<file path="config.mk">
export PLATFORM = sky130hd
export DESIGN_NAME = dart_launcher
export DESIGN_NICKNAME = d
export VERILOG_FILES = /design/src/rtl/dart_launcher.sv
export SDC_FILE = /design/constraint.sdc
export NUM_CORES = 1
export LEC_CHECK = 0
export CAP_MARGIN = 20
export CORE_AREA = 4 4 91 93
export CTS_BUF_LIST = sky130_fd_sc_hd__clkbuf_8
export DETAILED_ROUTE_END_ITERATION = 8
export DIE_AREA = 0 0 95 97
export GPL_TIMING_DRIVEN = 0
export PLACE_DENSITY = 0.76
export RECOVER_POWER = 50
export SLEW_MARGIN = 0
export SYNTH_ARGS = -nofsm -noshare
export SYNTH_HDL_FRONTEND = slang
export SYNTH_SLANG_ARGS = --single-unit
</file>
<file path="constraint.sdc">
create_clock -name clk -period 2.5 [get_ports clk]
set_input_delay 0.375 -clock clk [delete_from_list [all_inputs] [get_ports clk]]
set_output_delay 0.375 -clock clk [all_outputs]
set_load 0.05 [all_outputs]
</file>
<file path="src/rtl/dart_launcher.sv">
// dart_launcher: unattended dart-throw generator for the dart game engine.
// Paces throws with an idle gap, draws board coordinates from a 16-bit LFSR,
// alternates players on the engine's turn-done handshake, tallies wins per
// player and raises a sticky error flag on protocol violations.
module dart_launcher #(
    parameter int unsigned DARTS_PER_TURN = 3,
    parameter int unsigned GAP_CYCLES     = 4,
    parameter int unsigned MAX_GAMES      = 8,
    parameter logic [15:0] LFSR_SEED      = 16'hACE1
) (
    input  logic       clk,
    input  logic       reset,
    input  logic       start_i,
    input  logic       game_set_i,
    input  logic       player_1_done_i,
    input  logic       player_2_done_i,
    input  logic       player_1_win_i,
    input  logic       player_2_win_i,
    output logic       dart_come_o,
    output logic [3:0] dart_position_x_o,
    output logic [3:0] dart_position_y_o,
    output logic       busy_o,
    output logic       done_o,
    output logic [7:0] games_o,
    output logic [7:0] p1_wins_o,
    output logic [7:0] p2_wins_o,
    output logic       err_o
);

    // An all-zero seed would lock the LFSR, so fall back to the default.
    localparam logic [15:0] SEED = (LFSR_SEED == 16'h0000) ? 16'hACE1 : LFSR_SEED;
    localparam logic [3:0]  LAST_DART = 4'(DARTS_PER_TURN);
    localparam logic [7:0]  LAST_GAP  = 8'(GAP_CYCLES - 1);
    localparam logic [7:0]  GAME_LIMIT = 8'(MAX_GAMES);

    typedef enum logic [2:0] {
        IDLE, WAIT_SET, GAP, THROW, WAIT_DONE, FINISH
    } state_t;

    state_t      state, state_nxt;
    logic [7:0]  gap_cnt, gap_nxt;
    logic [3:0]  dart_cnt, dart_nxt;
    logic        player, player_nxt;
    logic [15:0] lfsr, lfsr_nxt;
    logic [7:0]  games_nxt, p1_nxt, p2_nxt;
    logic        err_nxt, come_nxt, busy_nxt, done_nxt;
    logic [3:0]  x_nxt, y_nxt;
    logic        win_any, win_both, cur_done, other_done, lfsr_fb;

    function automatic logic [7:0] sat_inc(input logic [7:0] v);
        return (v == 8'hFF) ? v : v + 8'd1;
    endfunction

    // Register all state and every output so nothing combinational leaves the block.
    always_ff @(posedge clk or negedge reset) begin
        if (!reset) begin
            state             <= IDLE;
            gap_cnt           <= '0;
            dart_cnt          <= '0;
            player            <= 1'b0;
            lfsr              <= SEED;
            dart_come_o       <= 1'b0;
            dart_position_x_o <= '0;
            dart_position_y_o <= '0;
            busy_o            <= 1'b0;
            done_o            <= 1'b0;
            games_o           <= '0;
            p1_wins_o         <= '0;
            p2_wins_o         <= '0;
            err_o             <= 1'b0;
        end else begin
            state             <= state_nxt;
            gap_cnt           <= gap_nxt;
            dart_cnt          <= dart_nxt;
            player            <= player_nxt;
            lfsr              <= lfsr_nxt;
            dart_come_o       <= come_nxt;
            dart_position_x_o <= x_nxt;
            dart_position_y_o <= y_nxt;
            busy_o            <= busy_nxt;
            done_o            <= done_nxt;
            games_o           <= games_nxt;
            p1_wins_o         <= p1_nxt;
            p2_wins_o         <= p2_nxt;
            err_o             <= err_nxt;
        end
    end

    // Next-state logic; a win in an active state overrides whatever the state itself decided.
    always_comb begin
        state_nxt  = state;
        gap_nxt    = gap_cnt;
        dart_nxt   = dart_cnt;
        player_nxt = player;
        lfsr_nxt   = lfsr;
        games_nxt  = games_o;
        p1_nxt     = p1_wins_o;
        p2_nxt     = p2_wins_o;
        err_nxt    = err_o;
        x_nxt      = dart_position_x_o;
        y_nxt      = dart_position_y_o;

        win_any    = player_1_win_i | player_2_win_i;
        win_both   = player_1_win_i & player_2_win_i;
        cur_done   = player ? player_2_done_i : player_1_done_i;
        other_done = player ? player_1_done_i : player_2_done_i;
        lfsr_fb    = lfsr[0] ^ lfsr[2] ^ lfsr[3] ^ lfsr[5];

        case (state)
            IDLE, FINISH: begin
                if (start_i) begin
                    state_nxt  = WAIT_SET;
                    games_nxt  = '0;
                    p1_nxt     = '0;
                    p2_nxt     = '0;
                    err_nxt    = 1'b0;
                    player_nxt = 1'b0;
                    dart_nxt   = '0;
                end
                if (win_any) err_nxt = 1'b1;
            end
            WAIT_SET: begin
                if (win_any) err_nxt = 1'b1;
                if (game_set_i) begin
                    state_nxt  = GAP;
                    dart_nxt   = '0;
                    player_nxt = 1'b0;
                    gap_nxt    = '0;
                end
            end
            GAP: begin
                if (gap_cnt == LAST_GAP) begin
                    state_nxt = THROW;
                end else begin
                    gap_nxt = gap_cnt + 8'd1;
                end
            end
            THROW: begin
                lfsr_nxt = {lfsr_fb, lfsr[15:1]};
                dart_nxt = dart_cnt + 4'd1;
                gap_nxt  = '0;
                state_nxt = (dart_cnt + 4'd1 == LAST_DART) ? WAIT_DONE : GAP;
            end
            WAIT_DONE: begin
                if (cur_done) begin
                    player_nxt = ~player;
                    dart_nxt   = '0;
                    gap_nxt    = '0;
                    state_nxt  = GAP;
                end else if (other_done) begin
                    err_nxt = 1'b1;
                end
            end
            default: state_nxt = IDLE;
        endcase

        if ((state == GAP || state == THROW || state == WAIT_DONE) && win_any) begin
            player_nxt = player;
            err_nxt    = err_o | win_both;
            games_nxt  = sat_inc(games_o);
            if (player_1_win_i) p1_nxt = sat_inc(p1_wins_o);
            if (player_2_win_i) p2_nxt = sat_inc(p2_wins_o);
            state_nxt  = (games_nxt == GAME_LIMIT) ? FINISH : WAIT_SET;
        end

        come_nxt = (state_nxt == THROW);
        if (come_nxt) begin
            x_nxt = lfsr[3:0];
            y_nxt = lfsr[7:4];
        end
        busy_nxt = (state_nxt != IDLE) && (state_nxt != FINISH);
        done_nxt = (state_nxt == FINISH);
    end

endmodule

</file>
==> flow_summary.yaml, run 1 <==
sta:
  postLayoutSetupSlackWorst_ps: 197.3
  clock_skew_ps: 9.141
  timing.final.crit_share: 0.9211
  setup_repair_after_global_routing_missed_its_margin: "false"
  final_hold_viol_count: 0
  worstMarginPinSlew_ps: 1643
  fin_tns_setup_ps: 0
  maxClockFrequency_ghz: 0.4343
  maxSlewViolCount: 69
  slew_headroom: -0.09533
  shortest_clock_period_the_worst_path_allows_after_layout_ps: 2303
  finalSetupViolations: 0
synthesis:
  asyncSetResetFlopFracSynth: 1.000
  synth_largest_type_area_fraction: 0.4134
  sequential_to_total_area_share_from_yosys_stat: 0.4712
  synth-edff-count: 0
  post-synth-top-count-cell: "sky130_fd_sc_hd__dfrtp_1"
  gate_count_after_technology_mapping: 364
  synthesis.area_mm2: 0.003632
  synth_seq_cells: 68
  synth_top_cell_by_area: "sky130_fd_sc_hd__dfrtp_1"
  synth.net_count: 378
  post_synth.cell_area_avg_um2: 9.979
  synth.top_cells.by_area: "sky130_fd_sc_hd__dfrtp_1, sky130_fd_sc_hd__mux2_2, sky130_fd_sc_hd__dfstp_2"
  post_synth_most_frequent_cells: "sky130_fd_sc_hd__dfrtp_1, sky130_fd_sc_hd__o21ai_0, sky130_fd_sc_hd__nand2_1"
  ys.flop_type: "sky130_fd_sc_hd__dfrtp_1"
  synth.distinct_cells: 55
  ys_warn_count: 0
routing:
  wirelength_met1_um: 3517
  topRoutingLayerUsed: "met4"
  vias: 3019
  dr_wl_met2_um: 3778
  drt_iter0_markers: 186
  first_pass_iters: 4
  drt-vias-per-instance: 5.750
  totalWireLength_um: 7722
  route.detailed.wl_per_inst_um: 14.71
  drt.antenna.violating_nets: 0
  dr_wl_met3_um: 320
  detail_route.drc_violations: 0
power:
  max-vdd-ir-drop_mv: 0.6352
  power.density_mw_per_mm2: 964.7
  leakage_nw: 1.873
min_path:
  worst_hold_path_type: "in2async"
clock_network:
  cts_sink_count: 68
  numCtsBuffers: 9
  cts.clk_slew.worst_paths_ps: 80
  cts_post_setup_buffers_inserted: 0
  hold_buffers: 0
  cts_tree: "done"
  cts_root_buffer: "sky130_fd_sc_hd__clkbuf_8"
  cts_max_path_buffers: 2
  htree_num_levels: 3
  worst_skew_pair.late_latency_ps: 340
placement:
  placement.cell_area_mm2: 0.004188
  pre_cts_ws_ps: -141.7
  dp_hpwl_um: 5429
  finalWeightedCongestion: 0.8521
  io_buffers: 43
setup_path:
  startpoint_type: "flip-flop"
  critPathRequiredTime_ps: 2720
  critPathBufInv: 1
  critical_path.max_stage_delay_ps: 450
  crit_chain: "ha_1 -> o41ai_1 -> a41oi_1 -> o31a_1 -> and2_1 -> buf_4 -> mux2_1"
  crit_fanout: 9
  critical_path_class: "reg2reg"
  crit_path_top_delay_cell: "sky130_fd_sc_hd__dfrtp_1"
  timing.critical_path.arrival_ps: 2520
  cpLargestDelayFamily: "compound AO/OA/AOI/OAI gates"
  worst_setup_path_end_kind: "flip-flop"
grt:
  grt_max_degree: 69
  remaining_overflow_grt: 0
  grt.total_usage: 0.1811
  grt_pass1_wl_um: 13470
  grt_pass1_vias: 2967
  antenna_found_initial: 0
die:
  row_count: 32
  num_io_pins: 44
  core_area_mm2: 0.007527
  die_width_um: 95
  die_area_mm2: 0.009215
  die_span_y_um: 97
  floorplan.initialDensity: 0.4825
outcome:
  status: "finished with violations"
  violations: "capacitance limit, slew limit"
cells_and_area:
  layout-drive-gt1-share: 0.1442
  layout_area_growth_over_synthesis_pct: 21.67
  final_net_count: 432
  layout.cell_area.non_filler_mm2: 0.004419
  antenna_cells_inserted: 0
job:
  cap_violations: 1
## per-layer routing
metal	up-vias	GRT usage
li1	1467	-
met1	1469	0.2354
met2	74	0.2885
met3	9	0.04044
met4	0	0.07658
met5	-	0
## report_power, final
part / switching [mW] / internal, mW
Sequential: 0.164 / 1.25
Combinational: 1.17 / 0.663
Clock: 0.452 / 0.569
## state kept, by name (all words and copies together), names as in the netlist
name	cells
player	1
dart_position_y_o	4
dart_position_x_o	4
done_o	1
err_o	1
state	3
p2_wins_o	8
games_o	8
gap_cnt	8
p1_wins_o	8
dart_come_o	1
dart_cnt	4
busy_o	1
lfsr	16
## cell usage in the layout, fill, tap and decap left out, drive strengths merged, types with 9 or more instances in the layout
| cell | netlist | routed |
|---|---|---|
| a21oi | 12 | 12 |
| and3 | 9 | 9 |
| clkbuf | 9 | 19 |
| clkdlybuf4s50 | 0 | 32 |
| dfrtp | 60 | 60 |
| dlygate4sd3 | 0 | 10 |
| inv | 10 | 12 |
| mux2 | 28 | 28 |
| nand2 | 27 | 27 |
| nand3 | 23 | 23 |
| nor2 | 24 | 24 |
| nor3 | 13 | 13 |
| o21ai | 36 | 36 |
## repair_timing
action                                  4_1_cts  5_1_grt
resized for setup                             0        4
hold endpoints to repair                      0        0
endpoints found under the setup margin        0       10
## kinds of logic after synthesis
kind of cell / share of synthesized area
AND/OR/NAND/NOR: 0.1891
AO/OA/AOI/OAI: 0.1812
flip-flops: 0.4712
multiplexers: 0.09783
buffers and inverters: 0.02790
adder cells (fa/ha/maj): 0.02067
XOR/XNOR: 0.01206
## path summary, 6_finish.rpt
kind                            slack (ps)  depth (start not counted)         from                    to
worst min register to register         480                          1   gap_cnt[7]            gap_cnt[7]
min in group clk                       480                          1   gap_cnt[7]            gap_cnt[7]
worst min-delay path                   460                          1        reset            gap_cnt[5]
max in group asynchronous             1070                          1        reset                done_o
worst max register to register         200                          7  dart_cnt[0]  dart_position_y_o[3]
worst max-delay path                   200                          7  dart_cnt[0]  dart_position_y_o[3]
## stage by stage
step / instances / utilization / hold slack, ps / power, mW
floorplan: 364 / - / 79.41 / 2.734
global placement: 509 / 0.5567 / 468.3 / 3.199
detailed placement: 509 / 0.5564 / 478.7 / 3.249
CTS: 525 / 0.5859 / 177.8 / 4.278
global route: 525 / 0.5871 / 505.7 / 4.543
finish: 525 / 0.5871 / 458.6 / 4.263
## cell type report
cell class	instances	area, um2
plain buffers	14	65.06
clock buffers	9	123.9
clock inverters	7	98.84
fillers	661	3108
inverters	10	37.54
multi-input cells	272	1829
flip-flops and latches	68	1712
well taps	102	127.6
repair buffers	43	425.4
Note: power is estimated with default switching activity, not from simulation.
==> run 2, diff against run 1 <==
--- a/config.mk
+++ b/config.mk
@@ -5,6 +5,7 @@
 export SDC_FILE = /design/constraint.sdc
 export NUM_CORES = 1
 export LEC_CHECK = 0
+export ABC_CLOCK_PERIOD_IN_PS = 2500
 export CAP_MARGIN = 20
 export CORE_AREA = 4 4 91 93
 export CTS_BUF_LIST = sky130_fd_sc_hd__clkbuf_8
==> results of run 2 <==
Final layout, timing and power as in run 1 (identical DEF).
==> run 3, diff against run 2 <==
--- a/config.mk
+++ b/config.mk
@@ -14,7 +14,6 @@
 export GPL_TIMING_DRIVEN = 0
 export PLACE_DENSITY = 0.76
 export RECOVER_POWER = 50
-export SLEW_MARGIN = 0
 export SYNTH_ARGS = -nofsm -noshare
 export SYNTH_HDL_FRONTEND = slang
 export SYNTH_SLANG_ARGS = --single-unit
==> results of run 3 <==
Final layout, timing and power as in run 1 (identical DEF).
==> patch 1: new RTL, config.mk and constraints of run 1 <==
Encoding of `state_t`: now one-hot (6 bits for 6 states).
--- a/src/rtl/dart_launcher.sv
+++ b/src/rtl/dart_launcher.sv
@@ -35,4 +35,4 @@
 
-    typedef enum logic [2:0] {
-        IDLE, WAIT_SET, GAP, THROW, WAIT_DONE, FINISH
+    typedef enum logic [5:0] {
+        IDLE = 6'b000001, WAIT_SET = 6'b000010, GAP = 6'b000100, THROW = 6'b001000, WAIT_DONE = 6'b010000, FINISH = 6'b100000
     } state_t;
Function: no difference found for any inputs over 10 cycles, from zero or initial values and one cycle with reset low; not proved beyond that.
==> patch 1 against run 1 <==
  * Sequential share of layout area down 0.21 points
  * Largest cell class unchanged
  * Cell area grew 5.0%
  * Core utilization rose by 3.0 points
  * Clock power fell by 16%
  * Critical endpoint is now gap_cnt[5]$_DFFE_PN0P_
  * Synthesized area grew 2.4%
  * Sequential cell count is 3 higher
  * Total power decreased by 26%
  * Count of clock-buffer cells in the layout unchanged
  * Critical path depth grew 1
  * Wire length up 7.6%
  * The flow still finishes with violations (max-capacitance violations, max-slew violations)
  * Setup slack worse by 0.19 ns
==> patch 1: results (changes against run 1) <==
| Metric | Value |
|---|---|
| Status | complete, but fails checks |
| Failing checks | max-capacitance violations, max-slew violations |
| Max-cap violations | 1 (unchanged) |
| Routed vias | 3,043 (+0.79%) |
| Hold WS | 0.461 ns (+0.00223 ns) |
| Wire length per cell | 15.1 um (+2.7%) |
| Worst hold path type | reg2reg |
| Final period util | 99.5% (+7.4 points) |
| First-pass GRT wire length | 14,200 um (+5.2%) |
| Slew @ Worst Pin | 1.73 ns (+0.0891 ns) |
| Largest net degree at the start of global routing | 72 (+4.3%) |
| Placed inst area | 0.00428 mm^2 (+2.1%) |
| Pre-CTS WS | -0.170 ns (-0.0283 ns) |
| Final Slew Violations | 72 (+4.3%) |
| Sequential share of power | 40.6% (+7.5 points) |
| Multi-input combinational area share | 42.3% (+0.87 points) |
| Met2 wire length | 4180 um (+11%) |
| ClkCell Share | 3.99% (-1.1 points) |
| M1 GR Usage | 24.3% (+0.78 points) |
| Ranking of synthesized cells by area | dfrtp_1 42%, nand2_1 7.8%, dfstp_2 6.4% |
| Placed cells | 527 (+3.5%) |
| Fraction of layout cells with a size suffix above 1 | 16.3% (+1.9 points) |
| Met3 WL | 275 um (-14%) |
| P_sw | 1.16 mW (-35%) |
| #MultiIn Comb | 291 (+7.0%) |
| Post-Syn Nets | 396 (+4.8%) |
| Met3 Usage GRT | 3.27% (-0.78 points) |
| Cell class contributing the biggest share of worst-path delay | simple AND/OR/NAND/NOR gates |
| Post-Synthesis Cells | 382 (+4.9%) |
| P_leak | 2.04 nW (+8.9%) |
| Dpl hpwl | 5580 um (+2.8%) |
| Placer Congestion | 0.858 (+0.67%) |
| Sequential share of the synthesized area | 48.1% (+0.94 points) |
| VDD IR max | 0.299 mV (-53%) |
| P_comb | 1.02 mW (-44%) |
| Worst clock skew | 0.0144 ns (+0.00529 ns) |
==> patch 1: cell types whose count changed in the layout (fill, tap and decap cells not counted), moves of 7 or more <==
cell	before	now
buf_4	2	10
mux2_1	8	1
mux2_2	20	4
mux2_4	0	8
mux2i_1	4	14
nand2_1	27	76
nor3_1	13	6
o21ai_0	36	14
xor2_1	1	8
==> patch 1: cells by family (layout without fill, tap and decap cells) <==
kind of cell               Yosys count  count (layout)  synth area share [%]
AOI/OAI and AO/OA                   66              66                  12.2
xor gates and xnor gates            15              15                  3.53
adders and majority gates            6               6                  2.02
buffers and inverters               21              86                  2.59
DFF                                 71              71                  48.1
muxes                               27              27                  7.70
and+or+nand+nor                    176             177                  23.9
==> patch 1: repair_timing <==
item                       4_1_cts  5_1_grt
pin swaps                        4        4
cloned                           1        0
setup buffers                    4        6
setup endpoints to repair       12       38
resized for setup               13       14
==> patch 2: new RTL, config.mk and constraints of run 1 <==
Without the edit above. The parameter `MAX_GAMES` goes from 8 to 6.
--- a/src/rtl/dart_launcher.sv
+++ b/src/rtl/dart_launcher.sv
@@ -7,3 +7,3 @@
     parameter int unsigned GAP_CYCLES     = 4,
-    parameter int unsigned MAX_GAMES      = 8,
+    parameter int unsigned MAX_GAMES      = 6,
     parameter logic [15:0] LFSR_SEED      = 16'hACE1
Behaviour: no difference found for any inputs over 10 cycles, from zero or initial values and one cycle with reset low; that may be too few to reach the edited logic, so the function may still have changed.
==> patch 2 against run 1 <==
  * The flow still finishes with violations (max-capacitance violations, max-slew violations)
  * Cell area fell by 0.93%
  * Synthesized area fell by 1.8%
  * Largest cell class unchanged
  * Count of clock-buffer cells in the layout did not move
  * Clock skew rose by 0.0030 ns
  * Wire length fell by 2.4%
  * Largest power group unchanged
  * Critical path depth rose by 2
  * Non-clock buffer count rose by 1
  * Core utilization fell by 0.55 points
  * Sequential cell count did not move
  * Critical path type is now in2reg
  * Total power fell by 4.1%
  * Setup slack got worse by 0.14 ns
==> patch 2: results (changes against run 1) <==
| Metric | Value |
|---|---|
| Status | complete, but fails checks |
| Failing checks | max-capacitance violations, max-slew violations |
| #MultiIn Comb | 270 (-0.74%) |
| Sequential cells | 68 (unchanged) |
| P_leak | 1.87 nW (-0.37%) |
| Sw frac | 40.7% (-1.2 points) |
| Critical Path AT | 2.68 ns (+0.16 ns) |
| Fraction of area in registers | 39.1% (+0.37 points) |
| Fillers | 677 (+2.4%) |
| Crit Path Category | in2reg |
| Ranking of synthesized cells by area | dfrtp_1 42%, dfstp_2 5.9%, o21ai_0 5.9% |
| Gr usage total | 17.5% (-0.66 points) |
| Logic gate share of total power | 40.8% (-2.2 points) |
| Drt initial violations | 175 (-5.9%) |
| Sequential share of the synthesized area | 48.0% (+0.84 points) |
| Via density | 5.66 (-1.6%) |
| RR Endpoint | dart_position_y_o[1]$_DFFE_PN0N_ |
| Worst clock skew | 0.0121 ns (+0.00300 ns) |
| Fraction of layout cells with a size suffix above 1 | 15.8% (+1.4 points) |
| Placed inst area | 0.00412 mm^2 (-1.5%) |
| Power Clock | 1.04 mW |
| Signal inverters | 5 (-5) |
| Drt pass-1 iters | 4 (unchanged) |
| Register-to-Register Path Depth | 8 (+1) |
| Netlist cell types | 50 (-9.1%) |
| Pwr Density | 934 mW/mm^2 (-3.2%) |
| Pre-CTS WS | -0.349 ns (-0.207 ns) |
| ClkCell Share | 5.23% (+0.19 points) |
| First element of the critical path | player_2_win_i |
| Final Slew Violations | 69 (unchanged) |
| Layout Nets | 427 (-1.2%) |
| Max-cap violations | 1 (unchanged) |
| VDD IR max | 0.627 mV (-1.4%) |
| WL final | 7540 um (-2.4%) |
| First-pass GRT wire length | 13,100 um (-3.0%) |
| Synth cell count leaders | 60 x dfrtp_1, 42 x o21ai_0, 28 x nand2_1 |
| Dpl hpwl | 5260 um (-3.2%) |
| Number of global-route vias before repair | 2,846 (-4.1%) |
| Post-Syn Nets | 371 (-1.9%) |
| Placer Congestion | 0.832 (-2.3%) |
| Non-CTS buffers | 58 (+1.8%) |
| Multi-input logic area | 0.00178 mm^2 (-2.7%) |
| Final period util | 97.8% (+5.7 points) |
-- patch 2: cell count changes after synthesis, sizes merged, moves of 3 or more --
cell,run 1,this run
nand3,23,17
o211ai,1,5
o21ai,36,42
nor2b,3,7
o22a,4,1
a21oi,12,21
o31ai,8,4
o21a,5,1
inv,10,5
a31oi,6,10
nor3b,5,1
-- patch 2: kinds of logic after synthesis --
logic type,synth area share (%)
AOI/OAI and AO/OA,17.8
xor gates and xnor gates,1.23
adders and majority gates,2.45
buffers and inverters,2.45
DFF,48.0
muxes,9.61
and+or+nand+nor,18.5
-- patch 2: stage by stage --
stage                     power [mW]  std cells  hold WS (ns)  setup TNS (ns)
after floorplan                 2.57        356        0.0794               0
after global placement          2.99        501         0.469          -77.17
after detailed placement        3.03        501         0.486           -2.91
after CTS                       4.09        517         0.152               0
after global routing            4.35        519         0.523               0
final                           4.09        519         0.423               0
-- patch 2: critical path, stage by stage --
cell and delay (ns):
dlygate4sd3_1 0.64, or2_1 0.27, buf_6 0.14, a211o_1 0.32, a22oi_4 0.22, and3_4 0.23
nor2b_2 0.05, buf_6 0.15, mux2_4 0.29
-- patch 2: what timing repair did --
item,4_1_cts,5_1_grt
setup endpoints to repair,4,11
resized for setup,1,2
setup buffers,0,2
pin swaps,0,1
-- patch 2: layer usage --
| layer | up-vias | global-route usage, % | routed length, um |
|---|---|---|---|
| met5 | - | 0 | 0 |
| met4 | 0 | 5.22 | 68 |
| met3 | 9 | 5.05 | 344 |
| met2 | 69 | 27.1 | 3580 |
| met1 | 1426 | 23.5 | 3550 |
| li1 | 1433 | - | - |
